[src/rtl/digit_glyph_renderer.sv]
// -----------------------------------------------------------------------------
// digit_glyph_renderer
//
// Overlays NUM_DIGITS decimal digits, each a 24x24 glyph, onto a VGA pixel
// stream at (ORIGIN_X, ORIGIN_Y). The block drives the row addresses for an
// external glyph ROM (256 x 24-bit, 1-cycle registered read). It then turns
// each returned 24-bit row into per-pixel fg/bg colour. The output is
// time-aligned to the input stream with a fixed 3-cycle latency.
//
// Ports
//   clk          pixel clock
//   rst_n        asynchronous active-low reset
//   pix_x/pix_y  current pixel coordinates (10 bits each)
//   pix_valid    active-video pixel; pix_x advances by 1 per valid cycle
//   frame_start  1-cycle pulse ahead of a frame; latches `value`
//   value        BCD digits, digit 0 (most significant) in the top nibble
//   rom_addr     glyph ROM row address (registered)
//   rom_rdata    glyph ROM row data, valid 1 cycle after rom_addr
//   rgb          output colour (0 when rgb_valid is low)
//   rgb_valid    pix_valid delayed by 3 cycles
//   glyph_on     rgb is a lit glyph pixel
// -----------------------------------------------------------------------------
module digit_glyph_renderer #(
    parameter int          NUM_DIGITS = 4,
    parameter logic [9:0]  ORIGIN_X   = 10'd100,
    parameter logic [9:0]  ORIGIN_Y   = 10'd100,
    parameter logic [23:0] FG_COLOR   = 24'hFFFFFF,
    parameter logic [23:0] BG_COLOR   = 24'h000000,
    parameter bit          LZ_BLANK   = 1'b1
) (
    input  logic                    clk,
    input  logic                    rst_n,
    input  logic [9:0]              pix_x,
    input  logic [9:0]              pix_y,
    input  logic                    pix_valid,
    input  logic                    frame_start,
    input  logic [4*NUM_DIGITS-1:0] value,
    output logic [7:0]              rom_addr,
    input  logic [23:0]             rom_rdata,
    output logic [23:0]             rgb,
    output logic                    rgb_valid,
    output logic                    glyph_on
);

    localparam int             VW       = 4 * NUM_DIGITS;
    localparam int             DW       = (NUM_DIGITS > 1) ? $clog2(NUM_DIGITS) : 1;
    localparam logic [DW-1:0]  LAST_DIG = DW'(NUM_DIGITS - 1);
    localparam logic [4:0]     LAST_COL = 5'd23;
    localparam logic [10:0]    ROW_END  = {1'b0, ORIGIN_Y} + 11'd23;

    // Frame-latched state. armed_q stays low after reset until the next
    // frame_start, so a mid-frame reset never draws from a cleared value.
    logic [VW-1:0] value_q;
    logic          armed_q;

    // Column/digit position the next valid pixel will take while active.
    logic          active_q;
    logic [4:0]    col_q;
    logic [DW-1:0] dig_q;

    // Pipeline stages c1 and c2.
    logic [4:0] col_d1, col_d2;
    logic       box_d1, box_d2;
    logic       blank_d1, blank_d2;
    logic       valid_d1, valid_d2;

    // Stage c0: position and blanking of the current input pixel.
    logic [VW-1:0]         value_cur;
    logic                  armed_cur;
    logic                  in_row;
    logic                  start;
    logic                  cur_active;
    logic [4:0]            cur_col;
    logic [DW-1:0]         cur_dig;
    logic [3:0]            cur_nib;
    logic                  cur_blank;
    logic                  in_box;
    logic [9:0]            row_off;
    logic [7:0]            addr_next;
    logic [NUM_DIGITS-1:0] blank_vec;
    logic [3:0]            scan_nib;
    logic                  zeros_above;
    logic                  lit;

    // A frame_start that coincides with a valid pixel already applies to that pixel.
    assign value_cur = frame_start ? value : value_q;
    assign armed_cur = frame_start | armed_q;

    assign in_row     = ({1'b0, pix_y} >= {1'b0, ORIGIN_Y}) && ({1'b0, pix_y} <= ROW_END);
    assign start      = pix_valid && in_row && (pix_x == ORIGIN_X);
    assign cur_active = start || active_q;
    assign cur_col    = start ? 5'd0 : col_q;
    assign cur_dig    = start ? '0 : dig_q;
    assign in_box     = pix_valid && cur_active && in_row && armed_cur;

    assign row_off   = pix_y - ORIGIN_Y;
    assign cur_nib   = value_cur[VW-1-4*int'(cur_dig) -: 4];
    assign cur_blank = blank_vec[cur_dig];
    assign addr_next = 8'(cur_nib) * 8'd24 + {3'b000, row_off[4:0]};

    // Scan from the most significant digit. zeros_above stays set while every
    // digit seen so far is zero, which marks the leading zeros.
    always_comb begin
        // NOTE: every variable gets a default before the loop so no path leaves it unassigned (no latch).
        blank_vec   = '0;
        scan_nib    = 4'd0;
        zeros_above = 1'b1;
        for (int i = 0; i < NUM_DIGITS; i++) begin
            scan_nib     = value_cur[VW-1-4*i -: 4];
            blank_vec[i] = (scan_nib > 4'd9) ||
                           (LZ_BLANK && zeros_above && (scan_nib == 4'd0) && (i != NUM_DIGITS - 1));
            zeros_above  = zeros_above && (scan_nib == 4'd0);
        end
    end

    // Frame latch and column/digit counters.
    always_ff @(posedge clk or negedge rst_n) begin
        if (!rst_n) begin
            value_q  <= '0;
            armed_q  <= 1'b0;
            active_q <= 1'b0;
            col_q    <= 5'd0;
            dig_q    <= '0;
        end else begin
            // NOTE: sequential state uses non-blocking assignments so every register samples pre-edge values.
            if (frame_start) begin
                value_q <= value;
                armed_q <= 1'b1;
            end
            // Counters move only on valid pixels; blank cycles hold them.
            if (pix_valid && cur_active) begin
                active_q <= 1'b1;
                if (cur_col == LAST_COL) begin
                    col_q <= 5'd0;
                    if (cur_dig == LAST_DIG) begin
                        active_q <= 1'b0;
                    end else begin
                        dig_q <= cur_dig + 1'b1;
                    end
                end else begin
                    col_q <= cur_col + 5'd1;
                    dig_q <= cur_dig;
                end
            end
        end
    end

    // Stage c1 (ROM address issue) and stage c2 (wait for ROM data).
    always_ff @(posedge clk or negedge rst_n) begin
        if (!rst_n) begin
            rom_addr <= 8'd0;
            col_d1   <= 5'd0;
            box_d1   <= 1'b0;
            blank_d1 <= 1'b0;
            valid_d1 <= 1'b0;
            col_d2   <= 5'd0;
            box_d2   <= 1'b0;
            blank_d2 <= 1'b0;
            valid_d2 <= 1'b0;
        end else begin
            // Blanked digits and pixels outside the box park the address at 0.
            rom_addr <= (in_box && !cur_blank) ? addr_next : 8'd0;
            col_d1   <= cur_col;
            box_d1   <= in_box;
            blank_d1 <= cur_blank;
            valid_d1 <= pix_valid;
            col_d2   <= col_d1;
            box_d2   <= box_d1;
            blank_d2 <= blank_d1;
            valid_d2 <= valid_d1;
        end
    end

    // Column 0 is the MSB of the row word.
    assign lit = rom_rdata[LAST_COL - col_d2] & box_d2 & ~blank_d2;

    // Stage c3: colour output.
    always_ff @(posedge clk or negedge rst_n) begin
        if (!rst_n) begin
            rgb       <= 24'd0;
            rgb_valid <= 1'b0;
            glyph_on  <= 1'b0;
        end else begin
            rgb       <= valid_d2 ? (lit ? FG_COLOR : BG_COLOR) : 24'd0;
            rgb_valid <= valid_d2;
            glyph_on  <= lit;
        end
    end

endmodule

[config.mk]
export PLATFORM = sky130hd
export DESIGN_NAME = digit_glyph_renderer
export DESIGN_NICKNAME = d
export VERILOG_FILES = /design/src/rtl/digit_glyph_renderer.sv
export SDC_FILE = /design/constraint.sdc
export NUM_CORES = 1
export LEC_CHECK = 0
export ABC_AREA = 1
export CORE_MARGIN = 3
export CORE_UTILIZATION = 47
export CTS_CLUSTER_SIZE = 20
export DETAILED_ROUTE_END_ITERATION = 7
export GPL_TIMING_DRIVEN = 0
export HOLD_SLACK_MARGIN = 0.05
export PLACE_DENSITY = 0.77
export SETUP_SLACK_MARGIN = 0.4
export SLEW_MARGIN = 0
export SYNTH_ARGS = -nofsm -noshare
export SYNTH_HDL_FRONTEND = slang
export SYNTH_SLANG_ARGS = --single-unit
[constraint.sdc]
create_clock -name clk -period 2.95 [get_ports clk]
set_clock_uncertainty 0.2 [all_clocks]
set_input_delay 0.295 -clock clk [delete_from_list [all_inputs] [get_ports clk]]
set_output_delay 0.295 -clock clk [all_outputs]
set_load 0.005 [all_outputs]
==> out/results.tsv <==
stage	metric	value	unit
power_and_ir_drop	Max rail drop VDD	0.443	mV
yosys	synthesized net count	457	
finish	proportion of layout cells with a drive suffix above 1	28.4	%
timing	Max Slew Vio Count	0	
critical_path	crit-path max cell delay	340	ps
yosys	Post-synth EDFFs	0	
timing	Final Hold Viols	0	
global_route	Overall Global Routing Usage	18.5	%
finish	nets	587	
placed_design	Cells after DPL	554	
critical_path	Worst Setup End Kind	flip-flop	
routing	Post-route DRC	0	
placed_design	I/O Buffers	96	
critical_path	CP delay by family, top	simple AND/OR/NAND/NOR gates	
global_route	pin count of the biggest net entering global routing	41	
yosys	number of unique standard cell types used by synthesis	37	
routing	drt wl/cell	11.7	um
global_route	vias in the first global route	2641	
timing	final worst-path cycle share	91.9	%
yosys	top-area cell type share of the netlist area	41.6	%
global_route	GRT met1 Usage	23.6	%
power_and_ir_drop	Pleak	2.27	nW
power_and_ir_drop	Final Power	2.89	mW
finish	final cell count without fillers	588	
critical_path	stages on the worst setup path	20	
yosys	#FFs+latches synth	52	
finish	Final Util	72.5	%
routing	Vias	2778	
timing	highest clock rate	0.369	GHz
global_route	initial antenna violation count	0	
finish	Final Cell Area	4630	sq um
critical_path	CP arrival	2710	ps
clocking	Sink Count	52	
placed_design	HPWL Detailed	5.20	mm
floorplan	Horiz. Die Dim	87.6	um
yosys	asr flop ratio synth	100	%
run_status	status	finished clean	
floorplan	Ports	98	
critical_path	crit start category	primary input	
job	MaxCap Viol Count	0	
floorplan	Die Area	7670	sq um
yosys	yosys warns	0	
critical_path	CP cell instances	buf_12 > inv_8 > ha_4 > nand3_2 > nand2_4 > nand3_4 > o21ai_4 > buf_6 > nand2_2 > nand2_2 > inv_2 > a32oi_4 > ha_4 > inv_2 > fa_2 > xor2_2 > nor3b_2 > nand3_1 > nand2_1 > nor2_1	
yosys	cell type with the largest total area after synthesis	dfrtp_1	
timing	unrepaired setup endpoints after global routing	true	
floorplan	num rows	29	
critical_path	r2r worst-path depth	13	
routing	vias per cell	4.72	
yosys	synth top area cells	dfrtp_1 (42%), inv_1 (8.8%), nand2_1 (7.2%)	
timing	Max-Slew Margin vs Limit	58.5	%
critical_path	Worst Path Max Fanout	5	
worst_hold_path	cell count of the worst hold path	4	
power_and_ir_drop	pwr dens	623	nW/um^2
routing	Routed WL	6.88	mm
floorplan	core area	6390	sq um
yosys	ys flop type	dfrtp_1	
routing	Routed Antenna Nets	0	
floorplan	Initial Util	49.0	%
routing	Initial DRT Pass Iterations	4	
finish	synth-to-layout area growth	47.9	%
clocking	worst skew pair latency	310	ps
clocking	CTS root buffer	clkbuf_8	
timing	Hold WS	111	ps
yosys	cell area after synthesis	3130	sq um
global_route	gr busiest metal	met2	
yosys	Seq/Total Area, Yosys	41.6	%
routing	drt first-iter violations	114	
critical_path	Req. time, crit path	2950	ps
finish	antenna cells	0	
global_route	met2 GRT Util	32.3	%
clocking	CTS Buffer Depth	2	
global_route	GR Overflow Total	0	
clocking	CTS tree	built	
yosys	cell count after synthesis	380	
timing	post-layout minimum cycle time	2710	ps
placed_design	routability cong.	0.854	
timing	Setup Viol. Count Final	0	
floorplan	Die H	87.6	um
critical_path	Buf/Inv on CP	5	
critical_path	kind of critical path	in2reg	
global_route	met3 capacity usage during global routing	2.82	%
clocking	Reg clk slew, reported paths	100	ps
global_route	first-pass GRT wire length	11.5	mm
worst_hold_path	Worst Hold Class	in2reg	
yosys	Mapped Avg Cell Area	8.23	sq um
timing	Worst-Margin Slew	622	ps
clocking	# H-tree levels	2	
critical_path	slowest cell on the critical path	fa_2	
clocking	Num CTS Buffers	5	
placed_design	Placed Area	4300	sq um
worst paths after layout:
check / startpoint / endpoint / slack (ps)
worst min-delay path: pix_y[1] / rom_addr[1] / 110
min in group asynchronous: rst_n / value_q[4] / 230
worst max-delay path: pix_y[2] / rom_addr[7] / 240
worst min register to register: col_d1[0] / col_d2[0] / 160
max in group asynchronous: rst_n / armed_q / 1820
worst max register to register: dig_q[0] / rom_addr[7] / 360
through the flow:
stage / TNS (ps) / setup WS, ps
after floorplan: 0 / 48.5
final: 0 / 238
after global routing: 0 / 117
after detailed placement: -3430 / -938
after global placement: -5650 / -939
after CTS: 0 / 267
layer usage:
| metal | part of all wire (%) | up-vias |
|---|---|---|
| li1 | - | 1417 |
| met1 | 42 | 1263 |
| met2 | 51 | 88 |
| met3 | 6.0 | 10 |
| met4 | 1.7 | 0 |
| met5 | 0 | - |
Yosys cell counts (2+ instances only):
master,number
nand2_4,2
ha_1,11
o21ai_1,13
inv_2,5
xor2_1,5
nand3_1,16
nand3_4,2
buf_6,2
o221ai_1,6
a21oi_1,7
inv_1,73
or2_1,3
o21ai_0,25
nor2_1,35
o22ai_1,2
nor3_4,2
nand2_1,60
nor2_2,5
nand2_2,7
nor2_4,2
fa_1,2
nand3_2,3
buf_2,2
a32oi_2,2
buf_4,25
dfrtp_1,52
tightest hold or removal path, stage by stage:
cell      delay, ps
clkbuf_2        110
inv_2            60
buf_4            90
nor2_1           30
cell type report:
| class | count | area [sq um] |
|---|---|---|
| fillers | 496 | 1760 |
| multi-input cells | 220 | 1460 |
| flip-flops and latches | 52 | 1300 |
| repair buffers | 123 | 1130 |
| inverters | 79 | 322 |
| plain buffers | 29 | 220 |
| well taps | 77 | 96.3 |
| clock buffers | 5 | 68.8 |
| clock inverters | 3 | 26.3 |
placed cells by master, fill, tap and decap left out, drive strengths merged, types with 3 or more instances in the layout:
cell type	synthesis	layout
o21ai	40	40
or2	4	4
o221ai	6	6
xor2	5	5
ha	11	11
nand2	69	69
clkbuf	0	8
dfrtp	52	52
dlygate4sd3	0	3
buf	29	66
nor2	43	43
nand3	21	21
inv	79	81
nor3	3	3
clkdlybuf4s50	0	74
clkdlybuf4s15	0	4
a21oi	7	7
registers in the layout, indices dropped and copies added, names as in the netlist:
name and cells:
box_d1 1, blank_d1 1, rgb 1, dig_q 2, glyph_on 1, col_q 5, blank_d2 1, valid_d2 1
valid_d1 1, rgb_valid 1, value_q 16, col_d2 5, box_d2 1, rom_addr 8, armed_q 1, active_q 1
col_d1 5
power breakdown:
part | switching [mW] | leakage (nW) | internal [mW]
logic | 0.814 | 1.58 | 0.713
clock network | 0.247 | 0.0491 | 0.175
registers | 0.0785 | 0.641 | 0.857
repair_timing:
item	in CTS	in global routing
pin swaps	27	8
endpoints found under the hold margin	54	0
setup endpoints to repair	11	4
gates resized for setup	82	15
setup buffers	12	10
gates cloned	1	0
hold buffers	3	0
cell families after synthesis:
logic type	count (synthesis)	share of synthesized area, %
DFF	52	41.6
AOI/OAI and AO/OA	60	11.8
xor gates and xnor gates	5	1.40
and+or+nand+nor	142	23.0
buffers and inverters	108	16.6
adders and majority gates	13	5.68
Note: power is estimated with default switching activity, not from simulation.
